<file path="src/rtl/serial_gate_responder.sv">
// serial_gate_responder
// Receives a framed serial command (2-bit opcode, operand A, operand B; all
// MSB first). It evaluates AND / OR / NOT on the operands and holds the W-bit
// result on a valid/ready output until the consumer takes it.
module serial_gate_responder #(
    parameter int W = 8
) (
    input  logic         clk,
    input  logic         rst,
    input  logic         in_valid,
    input  logic         in_bit,
    output logic         in_ready,
    input  logic         in_clear,
    output logic         out_valid,
    input  logic         out_ready,
    output logic [W-1:0] out_data,
    output logic         out_err
);

    localparam int CW = $clog2(W + 1);

    typedef enum logic [1:0] {
        S_OP   = 2'd0,
        S_A    = 2'd1,
        S_B    = 2'd2,
        S_RESP = 2'd3
    } state_t;

    state_t          r_state;
    logic [CW-1:0]   r_cnt;
    logic [1:0]      r_op;
    logic [W-1:0]    r_a;
    logic [W-1:0]    r_b;
    logic            r_in_ready;
    logic            r_out_valid;
    logic [W-1:0]    r_out_data;
    logic            r_out_err;

    logic            w_accept;
    logic            w_last_field_bit;
    logic [W-1:0]    w_b_next;

    // Gate evaluation; the reserved opcode yields zero data.
    function automatic logic [W-1:0] f_eval(input logic [1:0] op,
                                            input logic [W-1:0] a,
                                            input logic [W-1:0] b);
        logic [W-1:0] res;
        case (op)
            2'b00:   res = a & b;
            2'b01:   res = a | b;
            2'b10:   res = ~a;
            default: res = '0;
        endcase
        return res;
    endfunction

    assign w_accept         = in_valid & r_in_ready & ~in_clear;
    assign w_last_field_bit = (r_cnt == CW'(W - 1));
    // Final B value including the bit arriving this cycle, so the result can
    // be registered on the same edge that completes the frame.
    assign w_b_next         = {r_b[W-2:0], in_bit};

    // Frame reception FSM with registered handshake outputs and result.
    always_ff @(posedge clk) begin
        if (rst) begin
            r_state     <= S_OP;
            r_cnt       <= '0;
            r_op        <= '0;
            r_a         <= '0;
            r_b         <= '0;
            r_in_ready  <= 1'b1;
            r_out_valid <= 1'b0;
            r_out_data  <= '0;
            r_out_err   <= 1'b0;
        end else begin
            case (r_state)
                S_OP, S_A, S_B: begin
                    if (in_clear) begin
                        // Abort wins over a simultaneous bit; partial fields are dropped.
                        r_state <= S_OP;
                        r_cnt   <= '0;
                    end else if (w_accept) begin
                        case (r_state)
                            S_OP: begin
                                r_op <= {r_op[0], in_bit};
                                if (r_cnt == CW'(1)) begin
                                    r_state <= S_A;
                                    r_cnt   <= '0;
                                end else begin
                                    r_cnt <= r_cnt + CW'(1);
                                end
                            end
                            S_A: begin
                                r_a <= {r_a[W-2:0], in_bit};
                                if (w_last_field_bit) begin
                                    r_state <= S_B;
                                    r_cnt   <= '0;
                                end else begin
                                    r_cnt <= r_cnt + CW'(1);
                                end
                            end
                            default: begin
                                r_b <= w_b_next;
                                if (w_last_field_bit) begin
                                    r_state     <= S_RESP;
                                    r_cnt       <= '0;
                                    r_in_ready  <= 1'b0;
                                    r_out_valid <= 1'b1;
                                    r_out_data  <= f_eval(r_op, r_a, w_b_next);
                                    r_out_err   <= (r_op == 2'b11);
                                end else begin
                                    r_cnt <= r_cnt + CW'(1);
                                end
                            end
                        endcase
                    end
                end
                default: begin
                    // Result is held until taken; out_data/out_err keep their values.
                    if (out_ready) begin
                        r_state     <= S_OP;
                        r_out_valid <= 1'b0;
                        r_in_ready  <= 1'b1;
                    end
                end
            endcase
        end
    end

    assign in_ready  = r_in_ready;
    assign out_valid = r_out_valid;
    assign out_data  = r_out_data;
    assign out_err   = r_out_err;

endmodule
</file>
<file path="config.mk">
export PLATFORM = sky130hd
export DESIGN_NAME = serial_gate_responder
export DESIGN_NICKNAME = d
export VERILOG_FILES = /design/src/rtl/serial_gate_responder.sv
export SDC_FILE = /design/constraint.sdc
export NUM_CORES = 1
export LEC_CHECK = 0
export ABC_AREA = 1
export ABC_CLOCK_PERIOD_IN_PS = 1300
export BUFFER_PORTS_ARGS = -buffer_cell sky130_fd_sc_hd__buf_4
export CORE_MARGIN = 1
export CORE_UTILIZATION = 50
export CTS_CLUSTER_SIZE = 14
export DETAILED_ROUTE_END_ITERATION = 10
export PLACE_DENSITY = 0.71
export SLEW_MARGIN = 20
export SYNTH_ARGS = -nofsm -noshare
export SYNTH_HDL_FRONTEND = slang
export SYNTH_SLANG_ARGS = --single-unit
</file>
<file path="constraint.sdc">
create_clock -name clk -period 1.3 [get_ports clk]
set_input_delay 0.195 -clock clk [delete_from_list [all_inputs] [get_ports clk]]
set_output_delay 0.195 -clock clk [all_outputs]
set_load 0.005 [all_outputs]
</file>
==> insert_results.sql <==
INSERT INTO impl_metrics (metric_group, metric, value, unit) VALUES
('critical_path', 'setup.worst_path.start', 'r_state[0]', ''),
('critical_path', 'timing.critical_path.max_delay_family', 'simple AND/OR/NAND/NOR gates', ''),
('critical_path', 'r2r_end', 'out_valid', ''),
('logic_synthesis', 'synth_top_family_by_area', 'simple AND/OR/NAND/NOR gates', ''),
('floorplanning', 'die_w', '59.58', 'um'),
('cts', 'htree_num_levels', '2', ''),
('cells_and_area', 'layoutNonFillerInstCount', '320', ''),
('critical_path', 'crit_path_max_fo', '6', ''),
('logic_synthesis', 'synth_sequential_area_ratio', '41.06', '%'),
('drt', 'drt_pre_antenna_iters', '5', ''),
('drt', 'avgRoutedWirePerCell', '12.96', 'um'),
('power_and_ir_drop', 'total_leakage_power', '0.9022', 'nW'),
('logic_synthesis', 'synth_fp_nets', '248', ''),
('floorplanning', 'fp-row-count', '20', ''),
('critical_path', 'crit-reg2reg-launch', 'r_state[0]', ''),
('cts', 'clock-sinks', '34', ''),
('floorplanning', 'chipHeight', '59.58', 'um'),
('sta', 'finalSetupViolCount', '20', ''),
('logic_synthesis', 'synth-compound-area-share', '19.62', '%'),
('drt', 'vias_per_cell', '5.281', ''),
('power_and_ir_drop', 'p_per_area', '1033', 'nW/um^2'),
('logic_synthesis', 'yosys_register_bits', '34', ''),
('cts', 'tritoncts', 'yes', ''),
('global_routing', 'global_route.usage.met2', '46.71', '%'),
('logic_synthesis', 'synth.yosys.warnings', '0', ''),
('sta', 'rsz0062_at_grt', 'yes', ''),
('placement', 'numPortBuffers', '16', ''),
('hold_path', 'min_delay_path_depth', '2', ''),
('logic_synthesis', 'yosys-mux-area-fraction', '0', '%'),
('cells_and_area', 'register_area', '686.9', 'um^2'),
('sta', 'worst_slew_margin_rel', '67.92', '%'),
('logic_synthesis', 'post_synth_instance_area', '1658', 'um^2'),
('sta', 'fmax', '710.3', 'MHz'),
('critical_path', 'cp.arrival', '1690', 'ps'),
('run_status', 'failing_checks', 'negative setup slack', ''),
('cells_and_area', 'final_core_utilization', '71.29', '%'),
('critical_path', 'crit_cells', '10', ''),
('placement', 'post-place-cells', '308', ''),
('global_routing', 'grt_max_degree', '22', ''),
('sta', 'setup_ws', '-107.9', 'ps'),
('global_routing', 'groute.layer.met1.usage', '30.51', '%'),
('drt', 'drt-initial-drc-count', '102', ''),
('critical_path', 'timing.critical_path.required', '1580', 'ps'),
('logic_synthesis', 'synthesis.area_per_instance', '7.055', 'um^2'),
('critical_path', 'critPathKind', 'flop to flop', ''),
('critical_path', 'worstSetupEndpoint', 'out_valid', ''),
('cells_and_area', 'num_antenna_cells', '0', ''),
('cts', 'clk_pin_slew', '110', 'ps'),
('cells_and_area', 'area_growth', '33.43', '%'),
('sta', 'timing_hold_violations_final', '0', ''),
('sta', 'finalSetupTns', '-1020', 'ps'),
('critical_path', 'r2r_slack', '-110', 'ps'),
('floorplanning', 'die_area', '3550', 'um^2'),
('global_routing', 'grt_overflow', '0', ''),
('logic_synthesis', 'post_synth_num_cell_types', '20', ''),
('sta', 'finalCriticalPeriod', '1408', 'ps'),
('critical_path', 'setup.worst_path.start_class', 'flop', ''),
('logic_synthesis', 'synth-xor-area-share', '0', '%'),
('run_status', 'outcome', 'complete, but fails checks', ''),
('global_routing', 'grt.total_usage', '26.31', '%'),
('drt', 'drt_drc_violations_left', '0', ''),
('cts', 'cts_hold_repair.buffers', '0', ''),
('hold_path', 'worstHoldStart', 'rst', ''),
('global_routing', 'antenna_found_initial', '0', ''),
('drt', 'routed_wl', '4148', 'um'),
('hold_path', 'hp-class', 'input port to flop', ''),
('logic_synthesis', 'synthesized_netlist_cell_count', '235', ''),
('critical_path', 'critical_path.n_buffers_inverters', '3', ''),
('global_routing', 'busiest_layer', 'met2', ''),
('logic_synthesis', 'synth-simple-area-share', '26.04', '%'),
('placement', 'detailedPlacementHpwl', '2789', 'um');
==> worst reg2reg max path: cells and delay by family (launching register included) <==
family / cells / cell delay (ps)
buf+inv: 3 / 240
simple gates: 6 / 570
flops: 1 / 400
fa+ha+maj: 1 / 150
==> metrics by stage <==
| step | power, mW | setup slack, ps | hold slack (ps) | cell area (um^2) |
|---|---|---|---|---|
| after CTS | 2.256 | -89.54 | 120.7 | 2138 |
| after detailed placement | 1.591 | -177.2 | 455.4 | 1989 |
| after floorplan | 1.425 | -44.61 | 264.1 | 1684 |
| after global routing | 2.416 | -200.0 | 125.2 | 2212 |
| final | 2.285 | -107.9 | 120.9 | 2212 |
| after global placement | 1.580 | -122.8 | 454.8 | 1989 |
==> power by group <==
part / internal [mW] / switching [mW]
clock: 0.262 / 0.360
sequential: 1.09 / 0.0495
combinational: 0.239 / 0.289
total: 1.59 / 0.699
==> state kept, by name, summed over array words and instances, names as in the netlist <==
name,cells
out_err,1
r_b,7
r_op,2
in_ready,1
out_valid,1
out_data,8
r_a,8
r_state,2
r_cnt,4
==> layer usage <==
layer / wire, um / up-vias
met5: 0 / -
met1: 1714 / 773
met3: 205 / 8
met2: 2152 / 45
li1: - / 864
met4: 76 / 0
==> worst min path at each step <==
stage,to,slack [ps]
4_1_cts,out_err,120
2_1_floorplan,out_data[0],260
5_1_grt,out_data[5],130
6_report,out_data[5],120
3_5_place_dp,out_err,460
3_3_place_gp,out_data[6],450
==> cells by family after synthesis <==
family          Yosys count
flops                    34
buf+inv                  31
fa+ha+maj                 7
compound gates           65
simple gates             98
==> placed cells by master, fill, tap and decap left out, types with 2 or more instances in the layout <==
cell type	n
sky130_fd_sc_hd__clkbuf_4	5
sky130_fd_sc_hd__o21ai_0	20
sky130_fd_sc_hd__nand2_2	3
sky130_fd_sc_hd__o21ai_1	6
sky130_fd_sc_hd__buf_6	2
sky130_fd_sc_hd__ha_4	2
sky130_fd_sc_hd__dfxtp_2	2
sky130_fd_sc_hd__dfxtp_1	31
sky130_fd_sc_hd__nor2_1	17
sky130_fd_sc_hd__nand3_1	19
sky130_fd_sc_hd__nand2_4	2
sky130_fd_sc_hd__a21oi_2	3
sky130_fd_sc_hd__o21ai_2	3
sky130_fd_sc_hd__nand3_2	6
sky130_fd_sc_hd__inv_1	15
sky130_fd_sc_hd__ha_2	3
sky130_fd_sc_hd__nand4_1	3
sky130_fd_sc_hd__a21oi_1	33
sky130_fd_sc_hd__nor2_2	4
sky130_fd_sc_hd__inv_2	3
sky130_fd_sc_hd__ha_1	2
sky130_fd_sc_hd__nand2_1	40
sky130_fd_sc_hd__buf_4	38
sky130_fd_sc_hd__nor2_4	4
sky130_fd_sc_hd__inv_4	3
==> cell type report <==
class	count	area share, %
inverters	22	4.299
clock inverters	1	0.2262
repair buffers	41	14.82
well taps	44	2.489
flip-flops and latches	34	31.05
clock buffers	7	2.489
multi-input cells	171	44.63
==> cell usage after synthesis <==
| master | instances |
|---|---|
| sky130_fd_sc_hd__nand3_1 | 24 |
| sky130_fd_sc_hd__nor2_1 | 22 |
| sky130_fd_sc_hd__nor2_4 | 1 |
| sky130_fd_sc_hd__clkbuf_1 | 3 |
| sky130_fd_sc_hd__inv_2 | 3 |
| sky130_fd_sc_hd__o21ai_0 | 28 |
| sky130_fd_sc_hd__nor2_2 | 1 |
| sky130_fd_sc_hd__nand2_4 | 1 |
| sky130_fd_sc_hd__dfxtp_1 | 34 |
| sky130_fd_sc_hd__o21ai_1 | 1 |
| sky130_fd_sc_hd__nand3_2 | 1 |
| sky130_fd_sc_hd__inv_1 | 18 |
| sky130_fd_sc_hd__buf_6 | 1 |
| sky130_fd_sc_hd__nand4_1 | 3 |
| sky130_fd_sc_hd__a21oi_1 | 36 |
| sky130_fd_sc_hd__nand2_1 | 44 |
| sky130_fd_sc_hd__inv_4 | 1 |
| sky130_fd_sc_hd__nand2_2 | 1 |
| sky130_fd_sc_hd__buf_2 | 5 |
| sky130_fd_sc_hd__ha_1 | 7 |
==> repair_timing <==
item | 4_1_cts | 5_1_grt
setup buffers | 2 | 1
pin swaps | 5 | 9
resized for setup | 21 | 23
setup endpoints to repair | 22 | 32
cloned | 1 | 0
(Power assumes the default switching activity.)
